**src/rtl/sd_spi_ctrl.sv**
```systemverilog
// APB-programmable SPI master for SD cards (mode 0, MSB-first, 1..32-bit frames).
// Each SCLK half-period lasts div+1 cycles. A transfer is started by a LEN write.
module sd_spi_ctrl #(
  parameter logic [7:0] DIV_RESET = 8'd62
) (
  input  logic        clk,
  input  logic        reset,
  input  logic [7:0]  apb_PADDR,
  input  logic        apb_PSEL,
  input  logic        apb_PENABLE,
  input  logic        apb_PWRITE,
  input  logic [31:0] apb_PWDATA,
  output logic [31:0] apb_PRDATA,
  output logic        apb_PREADY,
  output logic        sd_sclk,
  output logic        sd_mosi,
  input  logic        sd_miso,
  output logic        sd_cs_n,
  output logic        irq
);

  localparam logic [1:0] S_IDLE = 2'd0;
  localparam logic [1:0] S_LOW  = 2'd1;
  localparam logic [1:0] S_HIGH = 2'd2;

  logic [1:0]  state;
  logic        cs;
  logic        irq_en;
  logic [7:0]  div;
  logic [7:0]  cnt;
  logic [31:0] txdata;
  logic [31:0] rx;
  logic [5:0]  len;
  logic        done;
  logic        busy;

  logic        wr;
  logic        rd;
  logic        wr_ctrl;
  logic        wr_tx;
  logic        wr_len;
  logic        rd_rx;
  logic        len_ok;
  logic        start;
  logic        done_set;
  logic [4:0]  start_idx;
  logic [4:0]  next_idx;

  assign wr      = apb_PSEL & apb_PENABLE & apb_PWRITE;
  assign rd      = apb_PSEL & apb_PENABLE & ~apb_PWRITE;
  assign wr_ctrl = wr && (apb_PADDR == 8'h00);
  assign wr_tx   = wr && (apb_PADDR == 8'h04);
  assign wr_len  = wr && (apb_PADDR == 8'h08);
  assign rd_rx   = rd && (apb_PADDR == 8'h0C);

  assign busy     = (state != S_IDLE);
  assign len_ok   = (apb_PWDATA != 32'd0) && (apb_PWDATA <= 32'd32);
  assign start    = wr_len && len_ok && !busy;
  assign done_set = (state == S_HIGH) && (cnt == 8'd0) && (len == 6'd1);

  // len counts bits still to go; a 5-bit wrap maps a count of 32 onto bit 31
  assign start_idx = apb_PWDATA[4:0] - 5'd1;
  assign next_idx  = len[4:0] - 5'd2;

  assign apb_PREADY = 1'b1;
  assign sd_cs_n    = ~cs;
  assign irq        = done & irq_en;

  always_comb begin
    apb_PRDATA = 32'hFFFF_FFFF;
    case (apb_PADDR)
      8'h00:   apb_PRDATA = {16'd0, div, 6'd0, irq_en, cs};
      8'h04:   apb_PRDATA = txdata;
      8'h08:   apb_PRDATA = 32'd0;
      8'h0C:   apb_PRDATA = rx;
      8'h10:   apb_PRDATA = {30'd0, done, busy};
      default: apb_PRDATA = 32'hFFFF_FFFF;
    endcase
  end

  always_ff @(posedge clk) begin
    if (reset) begin
      state   <= S_IDLE;
      cs      <= 1'b0;
      irq_en  <= 1'b0;
      div     <= DIV_RESET;
      cnt     <= 8'd0;
      txdata  <= 32'd0;
      rx      <= 32'd0;
      len     <= 6'd0;
      done    <= 1'b0;
      sd_sclk <= 1'b0;
      sd_mosi <= 1'b1;
    end else begin
      if (wr_ctrl) begin
        cs     <= apb_PWDATA[0];
        irq_en <= apb_PWDATA[1];
        if (!busy) div <= apb_PWDATA[15:8];
      end
      if (wr_tx && !busy) txdata <= apb_PWDATA;

      // set beats clear when both land in the same cycle
      if (done_set)           done <= 1'b1;
      else if (start || rd_rx) done <= 1'b0;

      case (state)
        S_IDLE: begin
          if (start) begin
            state   <= S_LOW;
            len     <= apb_PWDATA[5:0];
            rx      <= 32'd0;
            cnt     <= div;
            sd_sclk <= 1'b0;
            sd_mosi <= txdata[start_idx];
          end
        end
        S_LOW: begin
          if (cnt == 8'd0) begin
            state   <= S_HIGH;
            cnt     <= div;
            sd_sclk <= 1'b1;
            rx      <= {rx[30:0], sd_miso};
          end else begin
            cnt <= cnt - 8'd1;
          end
        end
        S_HIGH: begin
          if (cnt == 8'd0) begin
            cnt     <= div;
            sd_sclk <= 1'b0;
            if (len == 6'd1) begin
              state   <= S_IDLE;
              len     <= 6'd0;
              sd_mosi <= 1'b1;
            end else begin
              state   <= S_LOW;
              len     <= len - 6'd1;
              sd_mosi <= txdata[next_idx];
            end
          end else begin
            cnt <= cnt - 8'd1;
          end
        end
        default: begin
          state   <= S_IDLE;
          sd_sclk <= 1'b0;
          sd_mosi <= 1'b1;
        end
      endcase
    end
  end

endmodule

```
**config.mk**
```make
export PLATFORM = sky130hd
export DESIGN_NAME = sd_spi_ctrl
export DESIGN_NICKNAME = d
export VERILOG_FILES = /design/src/rtl/sd_spi_ctrl.sv
export SDC_FILE = /design/constraint.sdc
export NUM_CORES = 1
export LEC_CHECK = 0
export ABC_CLOCK_PERIOD_IN_PS = 2900
export BUFFER_PORTS_ARGS = -buffer_cell sky130_fd_sc_hd__buf_2
export CAP_MARGIN = 5
export CORE_ASPECT_RATIO = 0.7
export CORE_MARGIN = 3
export CORE_UTILIZATION = 35
export DETAILED_ROUTE_END_ITERATION = 10
export GPL_ROUTABILITY_DRIVEN = 0
export GPL_TIMING_DRIVEN = 0
export RECOVER_POWER = 50
export SETUP_SLACK_MARGIN = 0.2
export SLEW_MARGIN = 20
export SYNTH_ARGS = -nofsm -noshare
export SYNTH_HDL_FRONTEND = slang
export SYNTH_SLANG_ARGS = --single-unit
```
**constraint.sdc**
```tcl
create_clock -name clk -period 2.9 [get_ports clk]
set_input_delay 0.145 -clock clk [delete_from_list [all_inputs] [get_ports clk]]
set_output_delay 0.145 -clock clk [all_outputs]
set_load 0.02 [all_outputs]
```
* Yosys cells after proc, flatten, opt, wreduce, memory -nomap -nowiden *
Index checks and enable logic that the tools add are counted.

cells by class
  add/sub/neg operators = 4
  order comparisons = 3
  equality and inequality tests = 10
  mux-type cells = 30
  bitwise logic cells = 8
  reduce and logical (&&, ||, !) cells = 28

operators by type and width
  cell                 count
  $pmux 32 s5          1
  $mux 32              2
  $pmux 32 s2          1
  $le 32x6->1 const B  1
  $reduce_bool 32->1   1
  $mux 6               3
  $eq 8x4->1 const B   2
  $logic_not 8->1      2
  $mux 8               2
  $pmux 8 s2           1
  $lt 5x6->1 const B   2
  $pmux 6 s2           1
  $reduce_and 3->1     4
  $mux 1               11
  $bmux 1 s5           2
  $logic_and 1x1->1    10
  $reduce_bool 2->1    5
  $eq 8x3->1 const B   1
  $eq 8x5->1 const B   1
  $sub 8x1->8 const B  1
  $eq 6x1->1 const B   1
  $mux 2               3
  $pmux 1 s3           2
  $pmux 2 s3           1
  14 further kinds     22

word-level totals
  register bits after elaboration = 93
  input bits = 46
  logic and storage cells = 94

* Longest topological paths before layout *
Gate-level depths: netlist of run 1.

  word-level depth = 8
  mapped depth = 11
  gate-level depth less buffers = 8

* Worst setup path before layout of run 1 *
OpenSTA, ideal clock, no wires.

  kind = input port to flip-flop
  start = input apb_PWDATA[0]
  end = register sd_mosi
  library setup time = 127 ps
  arrival time = 2542 ps
  setup slack = 231 ps
  stages = 9
  cells stage by stage = clkbuf_1 inv_1 ha_1 buf_2 mux4_1 mux4_2 nor3b_1 a2111oi_4 a21oi_1

between the ends
  longest elaborated chain between the ends = 6
  elaborated cells between the ends (all ways) = 12
  classes of those cells = add/sub (1); order compare (1); eq/ne (1); mux (4); reduce/logical (5)

ends and longest elaborated chain
  item                                                                 RTL line  RTL
  from (decl)                                                          12        input logic [31:0] apb_PWDATA,
  parallel branches: the longest is 6 deep, another holds $sub 5x1->5  --
  to (signal assigned)                                                 114       sd_mosi <= txdata[start_idx];
  to (signal assigned)                                                 138       sd_mosi <= txdata[next_idx];
  to (decl)                                                            16        output logic sd_mosi,

Several ways; the timed one is not identified. The select of a mux whose other input is x is not followed.
A chain may end at the register's enable or synchronous reset.

* Final worst setup path of run 1 *
Ends and elaborated chain as after synthesis.

==> flow_metrics.py, run 1 <==
metrics = {
    "sta": {
        "grt_setup_unrepaired": "false",
        "fin_hold_ws_ns": 0.0463,
        "final-max-slew-violation-count": 0,
        "fin_crit_ns": 2.59,
        "setup_viol": 0,
        "report.final.hold_viol_count": 0,
        "worst_pin_slew_ns": 1.35,
        "clock.fmax_mhz": 386,
        "fin_crit_sh": 0.892,
        "slew_headroom": 0.0896,
        "fin_skew_ns": 0.00556,
    },
    "cells_and_area": {
        "syn_to_final_growth_pct": 18.1,
        "diodes": 0,
        "nets": 784,
        "final_cells": 921,
        "layout-drive-gt1-share": 0.122,
    },
    "pwr": {
        "irDropWorstVdd_mv": 0.335,
        "p_clk_frac": 0.350,
        "power_density_nw_per_um2": 594,
        "internal_power_mw": 2.41,
        "p_comb_frac": 0.271,
        "p_leak_nw": 2.19,
        "switching_share": 0.334,
        "p_seq_frac": 0.379,
        "switchingPower_mw": 1.21,
    },
    "placement": {
        "place_inst": 903,
        "io_buffers": 80,
        "place_hpwl_um": 13300,
    },
    "yosys": {
        "synth_cells": 633,
        "synth_commonest_cells": "nand2_1 (126), dfxtp_1 (92), a21oi_1 (63)",
        "synth_ff_type": "dfxtp_1",
        "yosysMostFrequentCell": "nand2_1",
        "synth_area_leaders": "dfxtp_1 (36%), nand2_1 (9.2%), mux2i_1 (7.2%)",
        "synth-seq-area-share": 0.356,
        "yosysTopAreaCell": "dfxtp_1",
        "synth_edf_count": 0,
        "ys_ff_latch": 92,
        "synth_area_um2": 5170,
        "synth_top_cell_area_share": 0.356,
        "ys_types": 52,
        "syn_nets": 690,
        "async_flop_share": 0,
        "synth_warnings": 0,
        "avgSynthCellArea_um2": 8.16,
    },
    "floorplan": {
        "die_area_um2": 16300,
        "die_w_um": 151,
        "start_util": 0.364,
        "core.rowCount": 36,
        "die_h_um": 108,
        "core_um2": 14200,
        "ios": 83,
    },
    "critical_path": {
        "arrival_ns": 2.81,
        "endpoint_kind": "flip-flop",
        "crit_required_ns": 3.12,
        "path_max_fanout": 10,
        "r2r_setup_slack_ns": 0.41,
        "timing.rr.start": "cnt[0]",
        "critPathKind": "input pin to flip-flop",
        "reg2reg_depth": 9,
        "startpoint_type": "input pin",
        "reg2reg_to": "rx[12]",
    },
    "clocking": {
        "cts_sinks": 92,
        "cts_tree": "built",
        "clk_pin_slew_worst_paths_ns": 0.07,
        "htreeDepth": 3,
        "cts_buffer_depth": 2,
        "clock_latency_ns": 0.34,
        "clock-root-buffer": "clkbuf_16",
        "cts_buffers": 9,
    },
    "global_routing": {
        "antenna_found_initial": 0,
        "grt_pass1_vias": 4773,
        "overflow": 0,
        "grt_pass1_wl_um": 26100,
        "grt_usage": 0.208,
        "grt_max_degree": 16,
    },
    "drt": {
        "viasPerCell": 5.62,
        "drt_first_pass_iters": 5,
        "drc": 0,
        "drtIter0Drc": 498,
        "drtAntennaViolNets": 0,
        "post_drt_wl_per_cell_um": 18.6,
        "routed-via-count": 5178,
        "wl_um": 17100,
    },
    "status": {
        "status": "complete, no violations",
    },
    "min_path": {
        "worstHoldEndpoint": "div[2]",
        "hold-path-cell-count": 3,
        "holdCritStartpoint": "apb_PWDATA[10]",
        "worstHoldPathType": "input pin to flip-flop",
    },
    "job": {
        "cap_viol_max_count": 0,
    },
}
-- sequential cells by signal, indices dropped and copies added, names as in the netlist, 6 cells and up --
name / count
rx: 32
cnt: 8
div: 8
txdata: 32
len: 6
-- routing by layer --
metal | share of wire | up-vias | GRT usage
li1 | - | 2451 | -
met1 | 0.48 | 2500 | 0.316
met2 | 0.42 | 208 | 0.300
met3 | 0.081 | 19 | 0.0450
met4 | 0.013 | 0 | 0.0453
met5 | 0 | - | 0
-- placed cells by master, fill, tap and decap left out, types with 4 or more instances in the layout --
cell type,n
mux4_2,12
nor2_1,49
nor3_1,7
inv_1,15
buf_2,45
a22o_1,10
nand3_1,13
nand3b_1,5
ha_1,11
nand2b_1,4
nor4_1,14
a21oi_1,63
o21ai_0,39
clkbuf_1,71
buf_4,5
nor3b_1,4
clkbuf_16,9
a22oi_1,22
nand2_1,126
o211ai_1,10
nor4b_1,4
mux2i_1,37
nor2b_1,7
dfxtp_1,92
-- through the flow --
stage / utilization / worst slack (ns) / setup TNS (ns) / instance area (µm²) / power [mW]
after floorplan: - / 0.231 / 0 / 5170 / 2.05
after CTS: 0.432 / 0.295 / 0 / 6130 / 3.61
after global routing: 0.430 / 0.172 / 0 / 6100 / 3.80
after global placement: 0.409 / -0.263 / -1.76 / 5810 / 2.31
after detailed placement: 0.410 / -0.298 / -3.31 / 5810 / 2.33
final: 0.430 / 0.312 / 0 / 6100 / 3.63
-- critical path, cell delays in order --
cell	delay, ns
clkbuf_2	0.22
inv_1	0.19
ha_1	0.36
clkbuf_4	0.25
mux4_1	0.60
mux4_2	0.48
nor3b_1	0.18
a2111oi_4	0.28
a21oi_1	0.10
-- power by group through the flow --
stage	Combinational (mW)	Clock [mW]	Sequential [mW]
6_report	0.983	1.27	1.38
5_1_grt	1.08	1.34	1.39
4_1_cts	0.944	1.29	1.37
3_5_place_dp	0.928	0	1.40
3_3_place_gp	0.912	0	1.40
2_1_floorplan	0.655	0	1.39
-- worst max path at each step --
stage	startpoint	to	slack [ns]	depth (start not counted)
2_1_floorplan	apb_PWDATA[0]	sd_mosi	0.23	9
3_3_place_gp	apb_PWDATA[0]	sd_mosi	-0.26	9
3_5_place_dp	apb_PWDATA[0]	sd_mosi	-0.30	9
4_1_cts	apb_PWDATA[0]	rx[15]	0.30	10
5_1_grt	apb_PWDATA[0]	rx[19]	0.17	12
6_report	apb_PWDATA[0]	sd_mosi	0.31	9
-- cells by family after synthesis --
| group | after synthesis | share of synthesized area |
|---|---|---|
| other | 1 | 0.000726 |
| xor gates and xnor gates | 7 | 0.0119 |
| buffers and inverters | 59 | 0.0482 |
| AOI/OAI and AO/OA | 163 | 0.198 |
| muxes | 53 | 0.141 |
| adders and majority gates | 11 | 0.0266 |
| and+or+nand+nor | 247 | 0.217 |
| DFF | 92 | 0.356 |
-- timing repair --
item                                    4_1_cts  5_1_grt
endpoints found under the setup margin       22       38
gates resized for setup                       3        2
hold buffers                                  0        0
buffers inserted                              0        3
pin swaps                                     0        1
-- final cells by class --
class	instances	area [µm²]
buffer	44	196
clock inverter	6	88.8
timing repair buffer	83	373
multi-input combinational	482	3080
clock buffer	9	225
fill	1460	8090
tap	190	238
inverter	15	56.3
sequential	92	1840
(Power assumes the default switching activity.)
==> inputs of run 2 (changes only) <==
--- a/config.mk
+++ b/config.mk
@@ -6,12 +6,12 @@
 export NUM_CORES = 1
 export LEC_CHECK = 0
 export ABC_CLOCK_PERIOD_IN_PS = 2900
-export BUFFER_PORTS_ARGS = -buffer_cell sky130_fd_sc_hd__buf_2
 export CAP_MARGIN = 5
-export CORE_ASPECT_RATIO = 0.7
+export CORE_ASPECT_RATIO = 1.75
 export CORE_MARGIN = 3
 export CORE_UTILIZATION = 35
 export DETAILED_ROUTE_END_ITERATION = 10
+export DONT_BUFFER_PORTS = 1
 export GPL_ROUTABILITY_DRIVEN = 0
 export GPL_TIMING_DRIVEN = 0
 export RECOVER_POWER = 50
==> flow_metrics.py, run 2 (synthesis results as in run 1) <==
metrics = {
    "pwr": {
        "p_comb_frac": 0.270,
        "power_density_nw_per_um2": 581,
        "switchingPower_mw": 1.21,
        "irDropWorstVdd_mv": 0.336,
        "internal_power_mw": 2.30,
        "p_leak_nw": 2.09,
        "switching_share": 0.344,
        "p_seq_frac": 0.394,
        "p_clk_frac": 0.336,
    },
    "critical_path": {
        "startpoint_type": "input pin",
        "reg2reg_depth": 9,
        "path_max_fanout": 10,
        "arrival_ns": 2.92,
        "r2r_setup_slack_ns": 0.40,
        "crit_path_start": "apb_PWDATA[0]",
        "crit_required_ns": 3.18,
        "critPathKind": "input pin to flip-flop",
        "crit_end": "rx[13]",
        "timing.rr.start": "cnt[0]",
        "reg2reg_to": "rx[13]",
        "endpoint_kind": "flip-flop",
    },
    "drt": {
        "drtAntennaViolNets": 0,
        "drc": 0,
        "routed-via-count": 5097,
        "viasPerCell": 5.91,
        "post_drt_wl_per_cell_um": 20.6,
        "drt_first_pass_iters": 6,
        "wl_um": 17800,
        "drtIter0Drc": 376,
    },
    "clocking": {
        "htreeDepth": 3,
        "clk_pin_slew_worst_paths_ns": 0.07,
        "cts_buffer_depth": 2,
        "cts_sinks": 92,
        "cts_tree": "built",
        "clock-root-buffer": "clkbuf_16",
        "clock_latency_ns": 0.35,
        "cts_buffers": 9,
    },
    "cells_and_area": {
        "layout-drive-gt1-share": 0.0673,
        "nets": 735,
        "diodes": 0,
        "top_regs": "rx x32, txdata x32",
        "final_common_cell": "nand2_1",
        "fillerInstances": 1434,
        "final_cells": 863,
        "regArea_um2": 1840,
        "syn_to_final_growth_pct": 16.9,
        "utilization": 0.418,
        "multi_input_area_um2": 3090,
        "final_cell_mix": "nand2_1 (126), dfxtp_1 (92), a21oi_1 (62), nor2_1 (49), o21ai_0 (39)",
    },
    "sta": {
        "setup_viol": 0,
        "slew_headroom": 0.434,
        "fin_ws_ns": 0.259,
        "final-max-slew-violation-count": 0,
        "fin_skew_ns": 0.00804,
        "grt_setup_unrepaired": "true",
        "fin_crit_sh": 0.911,
        "report.final.hold_viol_count": 0,
        "clock.fmax_mhz": 379,
        "worst_pin_slew_ns": 0.840,
        "fin_crit_ns": 2.64,
    },
    "global_routing": {
        "grt_util_met2": 0.390,
        "top_usage_layer": "met2",
        "grt_usage": 0.215,
        "overflow": 0,
        "grt_max_degree": 17,
        "met1_usage": 0.220,
        "grt_pass1_vias": 5046,
        "antenna_found_initial": 0,
        "grt_pass1_wl_um": 27600,
        "use_met3": 0.0398,
    },
    "floorplan": {
        "core_um2": 14400,
        "core.rowCount": 58,
        "die_h_um": 167,
        "die_area_um2": 16300,
        "ios": 83,
        "start_util": 0.358,
        "die_w_um": 97.9,
    },
    "placement": {
        "pre_cts_ws_ns": -0.226,
        "place_hpwl_um": 13600,
        "io_buffers": 0,
        "place_inst": 813,
    },
    "min_path": {
        "holdCritStartpoint": "apb_PADDR[2]",
        "worstHoldPathType": "input pin to flip-flop",
    },
    "status": {
        "status": "complete, no violations",
    },
    "job": {
        "cap_viol_max_count": 0,
    },
}
[run 2: cell count changes in the layout (fill, tap and decap cells not counted), moves of 2 or more]
| cell | change |
|---|---|
| clkbuf_8 | +2 |
| buf_4 | -2 |
| bufinv_16 | -2 |
| dlygate4sd3_1 | +32 |
| buf_2 | -43 |
| clkbuf_1 | -36 |
| and2_1 | -2 |
| and2_0 | +2 |
[run 2: worst min-delay path by stage]
| stage | cells after the start | endpoint | slack (ns) |
|---|---|---|---|
| 2_1_floorplan | 2 | div[1] | 0.27 |
| 3_3_place_gp | 2 | div[4] | 0.27 |
| 3_5_place_dp | 2 | div[5] | 0.28 |
| 4_1_cts | 3 | div[0] | 0.05 |
| 5_1_grt | 3 | div[0] | 0.07 |
| 6_report | 3 | div[0] | 0.05 |
[run 2: critical path, cell delays in order]
cell      delay [ns]
clkbuf_2        0.19
inv_1           0.24
ha_1            0.24
nor4b_1         0.37
xor2_1          0.22
o41ai_4         0.34
nor2b_1         0.18
buf_2           0.20
clkbuf_1        0.48
a22oi_1         0.17
nor2_1          0.13
[run 2: layout make-up]
cell class / count / share of cell area
clock inverters: 5 / 0.00725
multi-input cells: 482 / 0.512
flip-flops and latches: 92 / 0.305
inverters: 15 / 0.00932
repair buffers: 34 / 0.0549
clock buffers: 11 / 0.0419
well taps: 180 / 0.0373
plain buffers: 44 / 0.0319
[run 2: per-layer routing]
| layer | up-vias | part of all wire |
|---|---|---|
| met5 | - | 0 |
| li1 | 2355 | - |
| met4 | 0 | 0.066 |
| met2 | 245 | 0.53 |
| met1 | 2427 | 0.34 |
| met3 | 70 | 0.066 |
[run 2: power groups by stage]
stage	logic [mW]	clock network (mW)	registers, mW
after global placement	0.848	0	1.40
after CTS	0.915	1.20	1.38
final	0.947	1.18	1.38
after floorplan	0.655	0	1.39
after detailed placement	0.858	0	1.41
after global routing	1.04	1.24	1.39
[run 2: metrics by stage]
step	hold slack, ns	setup TNS (ns)	total power [mW]	instance area (µm²)
final	0.0535	0	3.51	6040
after global routing	0.0663	0	3.67	6040
after CTS	0.0451	0	3.50	6020
after detailed placement	0.276	-4.68	2.26	5400
after global placement	0.273	-2.54	2.25	5390
after floorplan	0.266	0	2.05	5170
[run 2: what timing repair did]
action | 4_1_cts | 5_1_grt
endpoints found under the hold margin | 41 | 0
setup endpoints to repair | 13 | 45
pin swaps | 0 | 1
buffers inserted | 0 | 2
hold buffers | 32 | 0
resized for setup | 3 | 3
